--- src/rtl/cpu_pkg.sv ---
// Shared CPU definitions: word width, canonical NOP and
// the instruction-fetch responder state encoding.
package cpu_pkg;

    localparam int XLEN = 32;

    localparam logic [XLEN-1:0] RV_NOP = 32'h00000013;

    typedef enum logic [1:0] {
        IDLE = 2'd0,
        WAIT = 2'd1,
        RESP = 2'd2
    } fetch_state_e;

endpackage

--- src/rtl/imem_array.sv ---
// Instruction word storage: one synchronous write port and
// one registered read port; a same-index read returns the old word.
module imem_array
    import cpu_pkg::*;
#(
    parameter int              DEPTH     = 16,
    parameter logic [XLEN-1:0] FILL_WORD = RV_NOP,
    parameter int              IDX_W     = $clog2(DEPTH)
) (
    input  logic             clk,
    input  logic             rst_n,
    input  logic             we_i,
    input  logic [IDX_W-1:0] widx_i,
    input  logic [XLEN-1:0]  wdata_i,
    input  logic             re_i,
    input  logic [IDX_W-1:0] ridx_i,
    output logic [XLEN-1:0]  rdata_o
);

    // Contents power up as FILL_WORD and are never cleared by reset.
    logic [XLEN-1:0] mem_q [DEPTH] = '{default: FILL_WORD};
    logic [XLEN-1:0] rdata_q;

    // Load port: one word per cycle, independent of the fetch FSM.
    always_ff @(posedge clk) begin
        if (we_i) begin
            mem_q[widx_i] <= wdata_i;
        end
    end

    // Read register samples pre-write contents on a same-edge collision.
    always_ff @(posedge clk or negedge rst_n) begin
        if (!rst_n) begin
            rdata_q <= FILL_WORD;
        end else if (re_i) begin
            rdata_q <= mem_q[ridx_i];
        end
    end

    assign rdata_o = rdata_q;

endmodule

--- src/rtl/imem_fetch_responder.sv ---
// Instruction-fetch responder: valid/ready request and response,
// programmable wait states, range/alignment check and a load port.
module imem_fetch_responder
    import cpu_pkg::*;
#(
    parameter int              DEPTH       = 16,
    parameter int              WAIT_STATES = 1,
    parameter logic [XLEN-1:0] FILL_WORD   = RV_NOP,
    parameter int              IDX_W       = $clog2(DEPTH)
) (
    input  logic             clk,
    input  logic             reset,
    input  logic             req_valid,
    output logic             req_ready,
    input  logic [XLEN-1:0]  iaddr,
    output logic             rsp_valid,
    input  logic             rsp_ready,
    output logic [XLEN-1:0]  idata,
    output logic             rsp_err,
    input  logic             load_en,
    input  logic [IDX_W-1:0] load_idx,
    input  logic [XLEN-1:0]  load_data,
    output logic             busy
);

    if (WAIT_STATES < 0 || WAIT_STATES > 15) begin : g_bad_wait
        $error("imem_fetch_responder: WAIT_STATES must be 0..15");
    end

    if (DEPTH < 2 || (1 << IDX_W) != DEPTH) begin : g_bad_depth
        $error("imem_fetch_responder: DEPTH must be a power of two >= 2");
    end

    localparam logic       ZERO_WAIT = (WAIT_STATES == 0);
    localparam logic [3:0] CNT_INIT  =
        (WAIT_STATES == 0) ? 4'd0 : 4'(WAIT_STATES - 1);

    fetch_state_e    state_q;
    logic [3:0]      cnt_q;
    logic [XLEN-1:0] addr_q;
    logic            rsp_err_q;
    logic            req_ready_q;
    logic            rsp_valid_q;
    logic            busy_q;

    logic [XLEN-1:0] rd_addr;
    logic            addr_err;
    logic            enter_resp;
    logic            rd_en;
    logic [XLEN-1:0] rdata;

    // With zero wait states the read happens on the accept edge,
    // before the address latch has been written.
    always_comb begin
        rd_addr    = (state_q == IDLE) ? iaddr : addr_q;
        addr_err   = (|rd_addr[1:0]) || (|rd_addr[XLEN-1:IDX_W+2]);
        enter_resp = (state_q == IDLE && req_valid && ZERO_WAIT)
                  || (state_q == WAIT && cnt_q == 4'd0);
        rd_en      = enter_resp && !addr_err;
    end

    imem_array #(
        .DEPTH     (DEPTH),
        .FILL_WORD (FILL_WORD),
        .IDX_W     (IDX_W)
    ) u_array (
        .clk     (clk),
        .rst_n   (reset),
        .we_i    (load_en),
        .widx_i  (load_idx),
        .wdata_i (load_data),
        .re_i    (rd_en),
        .ridx_i  (rd_addr[IDX_W+1:2]),
        .rdata_o (rdata)
    );

    // Fetch FSM with wait counter, address latch and handshake outputs.
    always_ff @(posedge clk or negedge reset) begin
        if (!reset) begin
            state_q     <= IDLE;
            cnt_q       <= 4'd0;
            addr_q      <= '0;
            rsp_err_q   <= 1'b0;
            req_ready_q <= 1'b1;
            rsp_valid_q <= 1'b0;
            busy_q      <= 1'b0;
        end else begin
            unique case (state_q)
                IDLE: begin
                    if (req_valid) begin
                        addr_q      <= iaddr;
                        req_ready_q <= 1'b0;
                        busy_q      <= 1'b1;
                        if (ZERO_WAIT) begin
                            state_q     <= RESP;
                            rsp_valid_q <= 1'b1;
                            rsp_err_q   <= addr_err;
                        end else begin
                            cnt_q   <= CNT_INIT;
                            state_q <= WAIT;
                        end
                    end
                end
                WAIT: begin
                    if (cnt_q == 4'd0) begin
                        state_q     <= RESP;
                        rsp_valid_q <= 1'b1;
                        rsp_err_q   <= addr_err;
                    end else begin
                        cnt_q <= cnt_q - 4'd1;
                    end
                end
                RESP: begin
                    if (rsp_ready) begin
                        state_q     <= IDLE;
                        rsp_valid_q <= 1'b0;
                        req_ready_q <= 1'b1;
                        busy_q      <= 1'b0;
                    end
                end
                default: begin
                    state_q     <= IDLE;
                    rsp_valid_q <= 1'b0;
                    req_ready_q <= 1'b1;
                    busy_q      <= 1'b0;
                end
            endcase
        end
    end

    assign req_ready = req_ready_q;
    assign rsp_valid = rsp_valid_q;
    assign rsp_err   = rsp_err_q;
    assign busy      = busy_q;
    assign idata     = rsp_err_q ? FILL_WORD : rdata;

endmodule

--- config.mk ---
export PLATFORM = sky130hd
export DESIGN_NAME = imem_fetch_responder
export DESIGN_NICKNAME = d
export VERILOG_FILES = /design/src/rtl/cpu_pkg.sv /design/src/rtl/imem_array.sv /design/src/rtl/imem_fetch_responder.sv
export SDC_FILE = /design/constraint.sdc
export NUM_CORES = 1
export LEC_CHECK = 0
export BUFFER_PORTS_ARGS = -buffer_cell sky130_fd_sc_hd__clkbuf_2
export CAP_MARGIN = 20
export CORE_ASPECT_RATIO = 1.1
export CORE_MARGIN = 8
export CORE_UTILIZATION = 40
export CTS_BUF_LIST = sky130_fd_sc_hd__clkbuf_8 sky130_fd_sc_hd__clkbuf_16
export CTS_CLUSTER_SIZE = 12
export DETAILED_ROUTE_END_ITERATION = 12
export PLACE_DENSITY = 0.56
export SYNTH_ARGS = -nofsm -noshare
export SYNTH_HDL_FRONTEND = slang
export SYNTH_SLANG_ARGS = --single-unit
--- constraint.sdc ---
create_clock -name clk -period 3.21 [get_ports clk]
set_input_delay 0.4815 -clock clk [delete_from_list [all_inputs] [get_ports clk]]
set_output_delay 0.4815 -clock clk [all_outputs]
set_load 0.03 [all_outputs]
* Word level (Yosys, flattened, before mapping)
Memories as Yosys holds them, arrays and structs flattened. A register that Yosys moved wholly into a read port is not among the register bits.
Cells that the tools add are included.
** Storage, ports and cells
- Bits in registers :: 42
- RAM bits :: 512
- Input port bits :: 73
- Memories :: 1
** Memories
- u_array.mem_q :: depth 16, bits a word 32, read ports 1, clocked after memory_dff 1, wr ports 1, RTL line imem_array.sv:21 : logic [XLEN-1:0] mem_q [DEPTH] = '{default: FILL_WORD};
** Cells by class
- Add/sub/neg operators :: 1
- Eq/ne operators :: 6
- Mux-type cells :: 19
- Bitwise operators :: 2
- Reduce and logical (&&, ||, !) cells :: 16
** Operator list (number)
- 32-bit 2-to-1 mux :: 2
- 26-bit OR reduction :: 1
- 3-bit AND reduction :: 4
- 1-bit one-hot mux with 3 select lines :: 3
- 4-bit 2-to-1 mux :: 2
- 4-bit one-hot mux with 2 select lines :: 1
- 1-bit 2-to-1 mux :: 7
- 2-bit 2-to-1 mux :: 3
- 2-bit inequality test, second input constant :: 3
- 2-bit one-hot mux with 3 select lines :: 1
- 4-bit logical NOT :: 1
- 2-bit AND reduction :: 2
- 4-bit by 1-bit subtractor with 4-bit output, second input constant :: 1
- 2-bit by 1-bit == test with 1-bit output, second input constant :: 1
- 2-bit == test, second input constant :: 1
- 1-bit logical AND :: 2
- 1-bit logical NOT :: 2
- 2-bit logical NOT :: 1
- 2-bit by 1-bit inequality test with 1-bit output, second input constant :: 1
- 1-bit inverter :: 2
- 2-bit nonzero test :: 1
- 2-bit OR reduction :: 1
- 1-bit logical OR :: 1

* Longest topological paths before layout
- Depth in word-level cells :: 6
- Depth in mapped cells :: 11

* Cells and area by module
Synthesis repeated with hierarchy kept, for this count alone.
** Unflattened totals
- Cells, all modules :: 1122
- Area total of the unflattened synthesis :: 22855.7 sq um
** By module, submodules not included
- imem_array :: times used 1, cells an instance 876, area an instance 20792.4 sq um
- imem_fetch_responder :: times used 1, cells an instance 246, area an instance 2063.2 sq um

* Worst setup path before layout
OpenSTA, ideal clock, no wires.
- Kind :: input to register
- Start :: input port load_idx[2]
- End :: memory u_array.mem_q[0][0], enable pin
- Data arrival time :: 3.200 ns
- Data required time :: 2.749 ns
- Path slack :: -0.451 ns
- Stages :: 2
- Path through :: or3b_2 > nor3_1
** RTL lines
- from (decl) :: RTL line imem_fetch_responder.sv:21 : input logic [IDX_W-1:0] load_idx,
- to (decl) :: RTL line imem_array.sv:21
Straight into the memory's write port.

* Worst setup path after layout
- Start :: register state_q[1]
- End :: register u_array.rdata_q[28], in the netlist u_array.rdata_o[28], read port of u_array.mem_q
** Between the ends
- Longest elaborated chain between the ends :: 6
- Elaborated cells on any way between the ends :: 9
- Classes of those cells :: eq/ne: 1; mux: 1; reduce/logical: 7
** RTL lines
- from (decl) :: RTL line imem_fetch_responder.sv:38 : fetch_state_e state_q;
- from (signal assigned) :: RTL line imem_fetch_responder.sv:80 : state_q <= IDLE;
- from (signal assigned) :: RTL line imem_fetch_responder.sv:95 : state_q <= RESP;
- from (signal assigned) :: RTL line imem_fetch_responder.sv:100 : state_q <= WAIT;
- 2-bit logical NOT :: RTL line imem_fetch_responder.sv:55 : rd_addr = (state_q == IDLE) ? iaddr : addr_q;
- 32-bit 2-to-1 mux :: RTL line imem_fetch_responder.sv:55
- 26-bit OR reduction or 2-bit OR reduction (tied branches) :: RTL line imem_fetch_responder.sv:56 : addr_err = (|rd_addr[1:0]) || (|rd_addr[XLEN-1:IDX_W+2]);
- 1-bit logical OR :: RTL line imem_fetch_responder.sv:56
- 1-bit logical NOT :: RTL line imem_fetch_responder.sv:59 : rd_en = enter_resp && !addr_err;
- 1-bit logical AND :: RTL line imem_fetch_responder.sv:59
- to (decl) :: RTL line imem_array.sv:22 : logic [XLEN-1:0] rdata_q;
Several ways; a longest one is shown, not always the timed one.
A chain may end at the register's enable or synchronous reset.

==> flow_metrics.py <==
metrics = {
    "synthesis": {
        "ys_seq_elements": 586,
        "synth_cell_type_count": 39,
        "yosys-top-cells-area": "edfxtp_1 (67%), mux2i_1 (11%), dfrtp_1 (7.6%), a22oi_1 (4.2%), mux2_2 (1.6%)",
        "async_flop_share_pct": 12.6,
        "syn_inst": 1333,
        "synth_fp_nets": 1408,
        "synth_edf_count": 512,
        "synth_ff_type": "edfxtp_1",
        "synth_top_area_share_pct": 66.7,
        "synth_warnings": 0,
        "synth_most_common_cell": "edfxtp_1",
        "avgSynthCellArea_um2": 17.3,
        "yosys.area.top_type": "edfxtp_1",
        "yosysSeqAreaShare_pct": 74.7,
        "syn-cell-area_um2": 23100,
        "ys_top_cells_by_count": "edfxtp_1 (512), mux2i_1 (258), a22oi_1 (128), dfrtp_1 (70), a21oi_1 (67)",
    },
    "layout": {
        "drive_above_1_share_pct": 19.2,
        "regArea_um2": 17200,
        "fillers": 4841,
        "syn_to_final_growth_pct": 14.9,
        "multi_input_area_um2": 5490,
        "nets": 1552,
    },
    "floorplanning": {
        "die_y_um": 268,
        "dieArea_um2": 65600,
        "die_w_um": 245,
        "core_area_um2": 57200,
        "initial_core_util_pct": 40.3,
        "num_io_pins": 109,
        "rows": 92,
    },
    "sta": {
        "grt_setup_unrepaired": "false",
        "min_period_ns": 2.84,
        "finalCritPeriodShare_pct": 88.6,
        "max-slew-margin-rel_pct": 27.8,
        "skew_ns": 0.0250,
        "tns_ns": 0,
        "hold_viol": 0,
        "report.final.slew_viol_count": 0,
        "report.final.setup_viol": 0,
        "max_freq_mhz": 352,
        "tightest_slew_ns": 1.08,
    },
    "hold_path": {
        "hold_start": "iaddr[28]",
        "min_to": "addr_q[28]",
        "min_path_type": "in2reg",
        "min_path_cells": 2,
    },
    "global_routing": {
        "grt_overflow": 0,
        "grt_usage_pct": 16.6,
        "grt_max_degree": 66,
        "grt_pass1_vias": 12700,
        "grt_antenna_before_repair": 3,
        "grt_pass1_wl_um": 81700,
    },
    "clock_network": {
        "htree_levels": 2,
        "tritoncts": "built",
        "clockRootBuffer": "clkbuf_16",
        "clkSlewWorstSetupHoldPaths_ns": 0.06,
        "clockBufferDepth": 3,
        "cts_inserted_buffers": 57,
        "insertion_delay_ns": 0.62,
        "cts_sinks": 586,
        "postCtsSetupBuffers": 0,
    },
    "drt": {
        "wire_per_inst_um": 24.4,
        "via_per_inst": 5.40,
        "drcViolationCount": 0,
        "vias": 12300,
        "routed_wirelength_um": 55500,
        "ant_nets": 0,
        "dr.pass1.iters": 5,
        "drt-initial-drc-count": 906,
    },
    "power_and_ir_drop": {
        "p_total_mw": 21.1,
        "powerDensity_nw_per_um2": 796,
        "ir_worst_vdd_uv": 732,
        "p_leak_nw": 9.60,
    },
    "setup_path": {
        "crit_path_max_fanout": 52,
        "endpoint_kind": "flip-flop",
        "cp.buffers_inverters": 2,
        "slowest_delay_ns": 0.67,
        "criticalPathCategory": "reg2reg",
        "cp.required_ns": 3.66,
        "slowest_stage": "mux2_8",
        "startpoint_type": "flip-flop",
        "r2r_cells": 8,
        "path_cells": "or2_1 > buf_4 > mux2_8 > buf_12 > mux2i_1 > a22oi_1 > a21oi_1 > o31ai_1",
        "crit_arrival_ns": 3.29,
        "r2r_slack_ns": 0.37,
        "cp_top_family": "multiplexers",
        "reg2reg_to": "u_array.rdata_o[28]",
        "reg2reg_from": "state_q[1]",
    },
    "place": {
        "dpl.hpwl_um": 28500,
        "gp_congestion": 0.729,
        "portBuffers": 108,
    },
    "status": {
        "status": "finished clean",
    },
    "run": {
        "max-cap-violations": 0,
    },
}
[report_power, final]
part	leakage [nW]	total (mW)	switching, mW	internal [mW]
registers	5.49	8.89	0.200	8.69
logic	3.16	6.23	3.64	2.59
clock network	0.955	5.97	2.73	3.24
total	9.60	21.1	6.56	14.5
[logic make-up after synthesis]
kind of cell	synth area share, %
and+or+nand+nor	2.97
xor gates and xnor gates	0.0760
muxes	12.9
AOI/OAI and AO/OA	6.97
DFF	74.7
adders and majority gates	0.109
buffers and inverters	2.24
[layer usage]
| metal | vias up | part of all wire (%) | track usage [%] |
|---|---|---|---|
| li1 | 5563 | - | - |
| met1 | 6314 | 46 | 23.1 |
| met2 | 319 | 47 | 26.6 |
| met3 | 90 | 5.2 | 3.07 |
| met4 | 2 | 2.2 | 4.61 |
| met5 | - | 0.023 | 0 |
[final cells by class]
type                            instances  share of cell area, %
Timing Repair Buffer                  159                   4.33
Antenna cell                            1                0.00944
Clock buffer                           59                   5.49
Multi-Input combinational cell        668                   20.7
Sequential cell                       586                   65.0
Tap cell                              752                   3.55
Inverter                                5                 0.0708
Clock inverter                         46                  0.784
[placed cells by master (no fill, tap or decap), types with 3 or more instances in the layout]
| master | Yosys | layout |
|---|---|---|
| inv_1 | 5 | 43 |
| o21ai_0 | 4 | 4 |
| o31ai_1 | 32 | 32 |
| mux2_2 | 32 | 32 |
| or2_2 | 4 | 4 |
| a21oi_1 | 67 | 67 |
| clkbuf_16 | 0 | 57 |
| nor4_1 | 15 | 15 |
| dfrtp_1 | 70 | 69 |
| edfxtp_1 | 512 | 512 |
| buf_12 | 0 | 16 |
| nor2_1 | 21 | 7 |
| nor3_4 | 0 | 4 |
| dfstp_2 | 4 | 4 |
| nand4_1 | 4 | 4 |
| mux2i_1 | 258 | 257 |
| clkbuf_2 | 0 | 107 |
| clkinv_2 | 0 | 4 |
| nand2_1 | 42 | 40 |
| a22oi_1 | 128 | 128 |
| nand2b_1 | 3 | 3 |
| o21a_1 | 3 | 3 |
| nor2_4 | 1 | 16 |
| buf_4 | 4 | 34 |
| nor2b_1 | 30 | 30 |
[repair_timing]
action,4_1_cts,5_1_grt
setup endpoints to repair,0,0
gates resized for setup,0,0
hold buffers,1,0
hold endpoints to repair,43,0
[flip-flops by register name, summed over array words and instances, names as in the netlist]
| name | flops |
|---|---|
| addr_q | 32 |
| cnt_q | 4 |
| rsp_valid | 1 |
| state_q | 2 |
| busy | 1 |
| rsp_err | 1 |
| u_array.rdata_o | 32 |
| u_array.mem_q | 512 |
| req_ready | 1 |
[how the worst max path moves through the flow]
stage | cells past startpoint | startpoint | to | slack (ns)
global route | 8 | state_q[1] | u_array.rdata_o[17] | 0.20
detailed placement | 7 | state_q[1] | u_array.rdata_o[28] | 0.34
global placement | 7 | state_q[1] | u_array.rdata_o[28] | 0.35
finish | 8 | state_q[1] | u_array.rdata_o[28] | 0.37
CTS | 7 | state_q[1] | u_array.rdata_o[28] | 0.32
floorplan | 2 | load_idx[2] | u_array.mem_q[1][0] | 0.42
[through the flow]
step                std cells  hold WS (ns)  util (%)  setup WS [ns]  instance area, um^2
finish                   2276         0.131      46.3          0.367                26500
global route             2275         0.101      46.3          0.200                26500
CTS                      2274        0.0890      46.3          0.315                26500
detailed placement       2168         0.464      43.3          0.336                24800
global placement         2168         0.460      43.3          0.351                24800
floorplan                1333         0.186         -          0.420                23100
Power figures use the tool's default switching activity.
